--- config.mk ---
export PLATFORM = sky130hd
export DESIGN_NAME = dcache_controller
export DESIGN_NICKNAME = d
export VERILOG_FILES = /design/src/rtl/dcache_controller.sv
export SDC_FILE = /design/constraint.sdc
export NUM_CORES = 1
export LEC_CHECK = 0
export CAP_MARGIN = 20
export CORE_AREA = 2 2 469 471
export DETAILED_ROUTE_END_ITERATION = 10
export DIE_AREA = 0 0 471 473
export PLACE_DENSITY_LB_ADDON = 0.3
export SLEW_MARGIN = 20
export SYNTH_ARGS = -nofsm -noshare
export SYNTH_HDL_FRONTEND = slang
export SYNTH_SLANG_ARGS = --single-unit
--- constraint.sdc ---
create_clock -name clk_i -period 17.9 [get_ports clk_i]
set_clock_uncertainty 0.1 [all_clocks]
set_input_delay 1.79 -clock clk_i [delete_from_list [all_inputs] [get_ports clk_i]]
set_output_delay 1.79 -clock clk_i [all_outputs]
set_load 0.01 [all_outputs]
--- src/rtl/dcache_controller.sv ---
// Data-cache controller for the 2-way, 16-set, 256-bit-line SRAM.
// Handles hits in IDLE; misses go through write-back and refill.
module dcache_controller (
  input  logic         clk_i,
  input  logic         rst_i,
  input  logic         cpu_req_i,
  input  logic         cpu_write_i,
  input  logic [31:0]  cpu_addr_i,
  input  logic [31:0]  cpu_data_i,
  output logic [31:0]  cpu_data_o,
  output logic         cpu_stall_o,
  output logic [3:0]   sram_addr_o,
  output logic [24:0]  sram_tag_o,
  output logic [255:0] sram_data_o,
  output logic         sram_enable_o,
  output logic         sram_write_o,
  input  logic [24:0]  sram_tag_i,
  input  logic [255:0] sram_data_i,
  input  logic         sram_hit_i,
  output logic         mem_enable_o,
  output logic         mem_write_o,
  output logic [31:0]  mem_addr_o,
  output logic [255:0] mem_data_o,
  input  logic [255:0] mem_data_i,
  input  logic         mem_ack_i
);

  typedef enum logic [2:0] {
    S_IDLE,
    S_MISS,
    S_WRITEBACK,
    S_REFILL,
    S_REFILL_DONE
  } state_t;

  state_t         r_state;
  state_t         w_next;
  logic [255:0]   r_victim_line;
  logic [22:0]    r_victim_tag;
  logic [255:0]   r_refill_line;

  logic [22:0]    w_tag;
  logic [3:0]     w_index;
  logic [2:0]     w_word;
  logic [255:0]   w_merged;
  logic           w_stall;
  logic           w_unused;

  assign w_tag    = cpu_addr_i[31:9];
  assign w_index  = cpu_addr_i[8:5];
  assign w_word   = cpu_addr_i[4:2];
  assign w_unused = ^cpu_addr_i[1:0];

  assign sram_addr_o = w_index;
  assign cpu_data_o  = sram_data_i[{w_word, 5'b00000} +: 32];

  // Reset must drop the stall at once, even while a miss is outstanding.
  assign cpu_stall_o = w_stall & ~rst_i;

  always_comb begin
    w_merged = sram_data_i;
    w_merged[{w_word, 5'b00000} +: 32] = cpu_data_i;
  end

  always_ff @(posedge clk_i or posedge rst_i) begin
    if (rst_i) begin
      r_state       <= S_IDLE;
      r_victim_line <= '0;
      r_victim_tag  <= '0;
      r_refill_line <= '0;
    end else begin
      r_state <= w_next;
      if (r_state == S_MISS) begin
        r_victim_line <= sram_data_i;
        r_victim_tag  <= sram_tag_i[22:0];
      end
      if (r_state == S_REFILL && mem_ack_i) begin
        r_refill_line <= mem_data_i;
      end
    end
  end

  always_comb begin
    w_next        = r_state;
    w_stall       = 1'b1;
    sram_enable_o = 1'b1;
    sram_write_o  = 1'b0;
    sram_tag_o    = {2'b11, w_tag};
    sram_data_o   = w_merged;
    mem_enable_o  = 1'b0;
    mem_write_o   = 1'b0;
    mem_addr_o    = '0;
    mem_data_o    = '0;
    unique case (r_state)
      S_IDLE: begin
        sram_enable_o = cpu_req_i;
        w_stall       = cpu_req_i & ~sram_hit_i;
        sram_write_o  = cpu_req_i & sram_hit_i & cpu_write_i;
        if (cpu_req_i && !sram_hit_i) begin
          w_next = S_MISS;
        end
      end
      S_MISS: begin
        if (sram_tag_i[24] && sram_tag_i[23]) begin
          w_next = S_WRITEBACK;
        end else begin
          w_next = S_REFILL;
        end
      end
      S_WRITEBACK: begin
        mem_enable_o = 1'b1;
        mem_write_o  = 1'b1;
        mem_addr_o   = {r_victim_tag, w_index, 5'b00000};
        mem_data_o   = r_victim_line;
        if (mem_ack_i) begin
          w_next = S_REFILL;
        end
      end
      S_REFILL: begin
        mem_enable_o = 1'b1;
        mem_addr_o   = {w_tag, w_index, 5'b00000};
        if (mem_ack_i) begin
          w_next = S_REFILL_DONE;
        end
      end
      S_REFILL_DONE: begin
        sram_write_o = 1'b1;
        sram_data_o  = r_refill_line;
        sram_tag_o   = {2'b10, w_tag};
        w_next       = S_IDLE;
      end
      default: begin
        w_next = S_IDLE;
      end
    endcase
  end

endmodule

==> results by group, run 1 <==
Outcome
  • Status: complete, no violations

Drt
  • Routed wire per std cell: 34.3 um
  • Violation count after the first detailed-route iteration: 1,791
  • Vias per Instance: 4.20
  • Total number of vias: 27,800
  • Final wirelength: around 230 mm
  • Routed Antenna Nets: 0
  • DR DRC count: 0
  • Total iterations of the first detailed-routing run: 7

GRT
  • First-pass GRT wire length: around 300 mm
  • Overall fraction of global-route tracks in use: 19.7%
  • Vias in the first global route: ~29,000
  • Grt total ovfl: 0
  • Largest net degree at the start of global routing: 166
  • Number of antenna violations at the first check in global routing: 81

Die
  • Die width: 471 um
  • Vertical die dimension: ~470 um
  • Initial standard-cell utilization of the core: 13.7%
  • Core Rows: 172
  • CORE AREA: 218,000 um^2
  • I/O pin total: 1,217
  • Die ar.: 223,000 um^2

Placement
  • Number of port buffers: 1,208
  • Post-detail-place hpwl: 179 mm
  • Final weighted congestion in routability-driven placement: 0.913

Final layout
  • Layout Utilization: 21.8%
  • Filler cell count: around 24,000
  • Fraction of layout cells with a size suffix above 1: 22.5%
  • Synthesis-to-layout area growth: 58.8%
  • Most common cell after layout, fill and taps aside: clkdlybuf4s50_1
  • Commonest cells after routing, fill and taps aside: clkdlybuf4s50_1, dfrtp_1, mux2_2, and2_1, nand2_1
  • Number of nets in the layout: between 4,000 and 5,000

Worst setup path
  • Largest fanout on the critical path: 36
  • Reg2Reg Capture Point: r_refill_line[85]
  • FF-to-FF setup slack: 14.19 ns
  • Worst flop-to-flop path startpoint: r_state[1]
  • Setup Crit Path Kind: in -> out
  • Worst path arrival time: 6.37 ns
  • Required time of the worst setup path: between 15 and 20 ns
  • Type of origin of the critical path: input port
  • Critical path startpoint: cpu_addr_i[2]
  • Worst setup endpoint: sram_data_o[5]
  • Category of the worst setup path capture point: output pin
  • Register-to-Register Path Depth: 7

Synth
  • Summed instance area of the synthesized netlist: 29,900 um^2
  • Top cell type by total area after synthesis: dfrtp_1
  • Ys async rst share: 100%
  • Cells after Synth: ~2,600
  • Yosys warning count: 0
  • Number of distinct library cells after synthesis: 52
  • Leading post-synthesis cells by cell area: dfrtp_1, mux2_2, and2_1
  • Flip-flop and latch count after synthesis: 538
  • Leading register cell type out of synthesis: dfrtp_1
  • Synth Area per Inst: 11.6 um^2
  • Synth top area share: about 45%
  • Share of the yosys chip area belonging to registers: 45.0%
  • Number of enable-type register cells in the synthesized netlist: 0

Power and ir drop
  • Power density over the cells: 148 nW/um^2
  • Leakage power: 18.1 nW
  • Peak supply drop: 0.0000882 V

Clocking
  • CTS H-tree lvls: 3
  • Total CTS buffers: 76
  • CTS tree: done
  • Max Buffers Root-to-Sink: 3
  • Sinks on the clock net: ~540
  • Hold-fix buffers, CTS: 0
  • Insertion delay of the later-clocked pin in the worst-skew pair: 0.68 ns
  • Setup fix buffers added after clock tree synthesis: 0
  • Clock-pin slew reported for the worst setup and hold paths after clock tree synthesis: ~0.060 ns
  • Clock root buffer: clkbuf_16
  • Quantity of gates resized following cts: 0

STA
  • Pins Over Slew Limit: 0
  • Worst hold slack: 0.382 ns
  • Final hold violation count: 0
  • Worst Tran Pin Value: 1.10 ns
  • RSZ-0062 raised after global routing: false
  • Worst slew margin relative to its limit: 26.4%
  • Shortest clock period the worst path allows after layout: 8.26 ns
  • Total of endpoints with negative setup slack in the final report: 0
  • Portion of the clock cycle consumed by the worst path in the final layout: between 40% and 50%
  • Maximum achievable frequency: ~120 MHz
  • Final sum of negative setup slack: 0 ns

Worst hold path
  • Hold/Removal Path Class: reg -> reg

Flow run
  • Number of max-capacitance violations reported: 0
==> where the power goes <==
group          total, W  internal, W  switching [W]  leakage, nW
clock           0.00161     0.000940       0.000670         1.24
combinational   0.00324      0.00172        0.00152         10.5
sequential      0.00217      0.00185       0.000317         6.35
total           0.00702      0.00451        0.00251         18.1
==> cell usage after synthesis (3+ instances only) <==
cell / count
clkbuf_1: 96
buf_6: 9
o21ai_0: 32
mux2i_1: 23
nand2b_1: 5
nor3_1: 3
a221o_1: 128
dfrtp_1: 538
buf_2: 75
mux2_1: 18
buf_4: 76
ha_1: 6
a21oi_1: 65
nor2_1: 121
buf_1: 8
and2_1: 357
o211ai_1: 93
a221oi_1: 32
nand2_1: 193
and3_1: 33
mux2_2: 517
inv_1: 5
mux4_2: 64
o211ai_2: 35
==> worst min-delay path by stage <==
| stage | start | to | slack [ns] | depth (start not counted) |
|---|---|---|---|---|
| floorplan | r_refill_line[173] | r_refill_line[173] | 0.35 | 1 |
| global placement | r_refill_line[189] | r_refill_line[189] | 0.36 | 1 |
| detailed placement | r_refill_line[183] | r_refill_line[183] | 0.37 | 1 |
| CTS | r_refill_line[188] | r_refill_line[188] | 0.38 | 1 |
| global route | r_victim_line[171] | r_victim_line[171] | 0.41 | 1 |
| finish | r_refill_line[188] | r_refill_line[188] | 0.38 | 1 |
==> worst max-delay path, cell delays in order <==
cell and delay (ns):
buf_6 0.28, buf_4 0.70, buf_4 0.75, or3_2 0.25, buf_4 0.55, or2_2 0.68, buf_4 0.49, o211ai_2 0.13
clkdlybuf4s50_1 0.63
==> cells by family after synthesis <==
| group | count (synthesis) | synth area share [%] |
|---|---|---|
| buffers and inverters | 271 | 4.89 |
| adders and majority gates | 6 | 0.251 |
| muxes | 622 | 25.7 |
| AOI/OAI and AO/OA | 397 | 11.1 |
| and+or+nand+nor | 733 | 13.0 |
| xor gates and xnor gates | 1 | 0.0293 |
| DFF | 538 | 45.0 |
| other | 2 | 0.0251 |
==> layout make-up <==
type,instances,area (um^2),share of cell area (%)
sequential,538,13500,28.3
clock inverter,19,256,0.540
multi-input combinational,1765,15100,31.8
antenna,25,62.6,0.132
inverter,7,41.3,0.0869
tap,2871,3590,7.56
clock buffer,115,2290,4.82
timing repair buffer,1275,12700,26.7
==> per-stage QoR <==
stage,area [um^2],instances,power (W),worst slack (ns)
5_1_grt,47500,6599,0.00739,9.30
6_report,47500,6615,0.00702,9.64
2_1_floorplan,29900,2574,0.00380,0.973
3_5_place_dp,44900,6455,0.00544,9.28
4_1_cts,47400,6589,0.00711,9.28
3_3_place_gp,44800,6453,0.00540,9.31
==> state kept, by name (all words and copies together), names as in the netlist <==
signal	count
r_refill_line	256
r_state	3
r_victim_line	256
r_victim_tag	23
==> routing by layer <==
metal  track usage [%]  part of all wire [%]  up-vias
li1                  -                     -    11500
met1              22.1                    38    14600
met2              33.8                    49     1352
met3              7.62                   9.5      304
met4              6.98                   3.9       20
met5                 0                 0.052        -
No activity file was read; power rests on OpenSTA's default activity.
==> inputs of run 2 (changes only) <==
CORE_AREA = 2 2 474 476   (was 2 2 469 471)
DIE_AREA = 0 0 476 478   (was 0 0 471 473)
clock period = 8.6 ns   (was 17.9 ns; I/O delays follow)
==> results by group, run 2 (synthesized netlist as in run 1, its figures left out) <==
Worst hold path
  • Hold/Removal Path Class: reg -> reg (unchanged)
  • Worst hold start: r_refill_line[183] (was r_refill_line[188])
  • Destination of the worst hold path: r_refill_line[183] (was r_refill_line[188])
  • Min-Delay Path Depth: 1 (unchanged)

Drt
  • Violation count after the first detailed-route iteration: 1,898 (was 1,791)
  • Final wirelength: 230 mm (was 227 mm)
  • Routed Antenna Nets: 0 (unchanged)
  • Total iterations of the first detailed-routing run: 5 (was 7)
  • Routed wire per std cell: 34.0 um (was 34.3 um)
  • Total number of vias: 27,800 (about the same)
  • DR DRC count: 0 (unchanged)
  • Vias per Instance: 4.11 (was 4.20)

Outcome
  • Status: complete, no violations (unchanged)

Worst setup path
  • Cells traversed along the worst timing path: buf_6, inv_1, ha_1, ha_1, or4b_2, buf_4, or2_2, o211ai_1, clkdlybuf4s50_1 (was buf_6, buf_4, buf_4, or3_2, buf_4, or2_2, buf_4, o211ai_2, clkdlybuf4s50_1)
  • Largest fanout on the critical path: 47 (was 36)
  • Register-to-Register Path Depth: 6 (was 7)
  • FF-to-FF setup slack: 4.83 ns (was 14.19 ns)
  • Required time of the worst setup path: 7.64 ns (was 16.01 ns)
  • Worst path arrival time: 5.63 ns (was 6.37 ns)
  • Category of the worst setup path capture point: output pin (unchanged)
  • Top cell by count, worst path: ha_1 (was buf_4)
  • Setup Crit Path Kind: in -> out (unchanged)
  • Crit path max-delay family: buffers and inverters (unchanged)
  • Worst flop-to-flop path startpoint: r_state[0] (was r_state[1])
  • Type of origin of the critical path: input port (unchanged)
  • Cell type of the slowest stage on the worst timing path: o211ai_1 (was buf_4)
  • Count of buffering cells on the critical path with inverters included: 4 (was 6)
  • Maximum single-stage delay on the critical path: 0.74 ns (was 0.75 ns)
  • Reg2Reg Capture Point: r_victim_line[15] (was r_refill_line[85])

Clocking
  • Insertion delay of the later-clocked pin in the worst-skew pair: 0.69 ns (was 0.68 ns)
  • Total CTS buffers: 78 (was 76)
  • Quantity of gates resized following cts: 0 (unchanged)
  • Clock-pin slew reported for the worst setup and hold paths after clock tree synthesis: 0.05 ns (was 0.06 ns)
  • Hold-fix buffers, CTS: 0 (unchanged)
  • Clock root buffer: clkbuf_16 (unchanged)
  • CTS H-tree lvls: 3 (unchanged)
  • Max Buffers Root-to-Sink: 3 (unchanged)
  • Setup fix buffers added after clock tree synthesis: 0 (unchanged)
  • CTS tree: done (unchanged)
  • Sinks on the clock net: 538 (unchanged)

Die
  • Vertical die dimension: 478 um (was 473 um)
  • Core Rows: 174 (was 172)
  • I/O pin total: 1,217 (unchanged)
  • Initial standard-cell utilization of the core: 13.4% (was 13.7%)
  • Die ar.: 228,000 um^2 (was 223,000 um^2)
  • Die width: 476 um (was 471 um)
  • CORE AREA: 223,000 um^2 (was 218,000 um^2)

Power and ir drop
  • Peak supply drop: 0.000283 V (was 0.0000882 V)
  • Power density over the cells: 309 nW/um^2 (was 148 nW/um^2)
  • Part of the power in registers: 30.5% (was 30.9%)
  • Sum of internal, switching and leakage power: 0.0148 W (was 0.00702 W)
  • Power share of the clock group: 24.0% (was 22.9%)
  • Switching power: 0.00526 W (was 0.00251 W)
  • Internal Pwr Total: 0.00955 W (was 0.00451 W)
  • Combinational fraction of design power: 45.5% (was 46.2%)
  • Switching Share: 35.5% (was 35.7%)
  • Leakage power: 18.2 nW (was 18.1 nW)

Final layout
  • Number of nets in the layout: 4,284 (was 4,276)
  • Synthesis-to-layout area growth: 60.1% (was 58.8%)
  • Largest registers ranked by flip-flop count: r_refill_line: 256 flops, r_victim_line: 256 flops, r_victim_tag: 23 flops (unchanged)
  • Commonest cells after routing, fill and taps aside: clkdlybuf4s50_1, dfrtp_1, mux2_2, and2_1, nand2_1 (unchanged)
  • Layout Utilization: 21.5% (was 21.8%)
  • Filler cell count: 24,300 (was 23,800)
  • Fraction of layout cells with a size suffix above 1: 22.8% (was 22.5%)
  • Most common cell after layout, fill and taps aside: clkdlybuf4s50_1 (unchanged)

STA
  • Worst slew margin relative to its limit: 13.3% (was 26.4%)
  • Total of endpoints with negative setup slack in the final report: 0 (unchanged)
  • Final sum of negative setup slack: 0 ns (unchanged)
  • Shortest clock period the worst path allows after layout: 6.59 ns
  • Worst hold slack: 0.381 ns (was 0.382 ns)
  • Portion of the clock cycle consumed by the worst path in the final layout: 76.6%
  • RSZ-0062 raised after global routing: false (unchanged)
  • Final hold violation count: 0 (unchanged)
  • Pins Over Slew Limit: 0 (unchanged)
  • Maximum achievable frequency: ~150 MHz
  • Worst Tran Pin Value: 1.30 ns (was 1.10 ns)

GRT
  • Vias in the first global route: 28,500 (about the same)
  • Number of antenna violations at the first check in global routing: 83 (was 81)
  • Grt total ovfl: 0 (unchanged)
  • Largest net degree at the start of global routing: 185 (was 166)
  • Overall fraction of global-route tracks in use: 19.6% (was 19.7%)
  • First-pass GRT wire length: 295 mm (was 293 mm)

Placement
  • Number of port buffers: 1,208 (unchanged)
  • Post-detail-place hpwl: 182 mm (was 179 mm)
  • Final weighted congestion in routability-driven placement: 0.880 (was 0.913)

Flow run
  • Number of max-capacitance violations reported: 0 (unchanged)
run 2: cell count changes in the layout (fill, tap and decap cells not counted), sizes merged:
cell    previous run  this run
diode             25        32
buf               70        76
clkinv             7        13
bufinv             4         9
clkbuf           115       110
inv               11        10
run 2: how the worst max path moves through the flow:
| stage | startpoint | cells after the start | end |
|---|---|---|---|
| after global routing | cpu_addr_i[3] | 9 | sram_data_o[148] |
| after floorplan | rst_i | 1 | r_refill_line[0] |
| after CTS | cpu_addr_i[3] | 9 | sram_data_o[148] |
| after detailed placement | cpu_addr_i[3] | 9 | sram_data_o[148] |
| final | cpu_addr_i[3] | 9 | sram_data_o[148] |
| after global placement | cpu_addr_i[3] | 9 | sram_data_o[148] |
run 2: metrics by stage:
stage	setup WS, ns	std cells	instance area [um^2]
2_1_floorplan	0.324	2574	29900
3_3_place_gp	2.05	6583	45100
3_5_place_dp	2.09	6583	45100
4_1_cts	2.07	6722	47800
5_1_grt	1.88	6735	47800
6_report	2.01	6754	47900
run 2: power by group through the flow:
stage / Combinational [W] / Clock, W / Sequential (W)
2_1_floorplan: 0.00362 / 0 / 0.00430
3_3_place_gp: 0.00677 / 0 / 0.00449
3_5_place_dp: 0.00680 / 0 / 0.00454
4_1_cts: 0.00684 / 0.00368 / 0.00450
5_1_grt: 0.00718 / 0.00375 / 0.00466
6_report: 0.00674 / 0.00356 / 0.00451
run 2: layout make-up:
type / instances / area (um^2) / share of cell area, %
clock buffer: 110 / 2280 / 4.77
timing repair buffer: 1281 / 12700 / 26.5
clock inverter: 29 / 448 / 0.935
multi-input combinational: 1765 / 15100 / 31.6
tap: 2992 / 3740 / 7.82
sequential: 538 / 13500 / 28.1
inverter: 7 / 37.5 / 0.0784
antenna: 32 / 80.1 / 0.167
run 2: layer usage:
metal	global-route usage (%)	vias up	part of all wire, %
met4	8.88	28	4.8
met1	21.8	14400	37
met5	0	-	0.081
li1	-	11600	-
met3	7.44	339	10
met2	32.9	1404	48
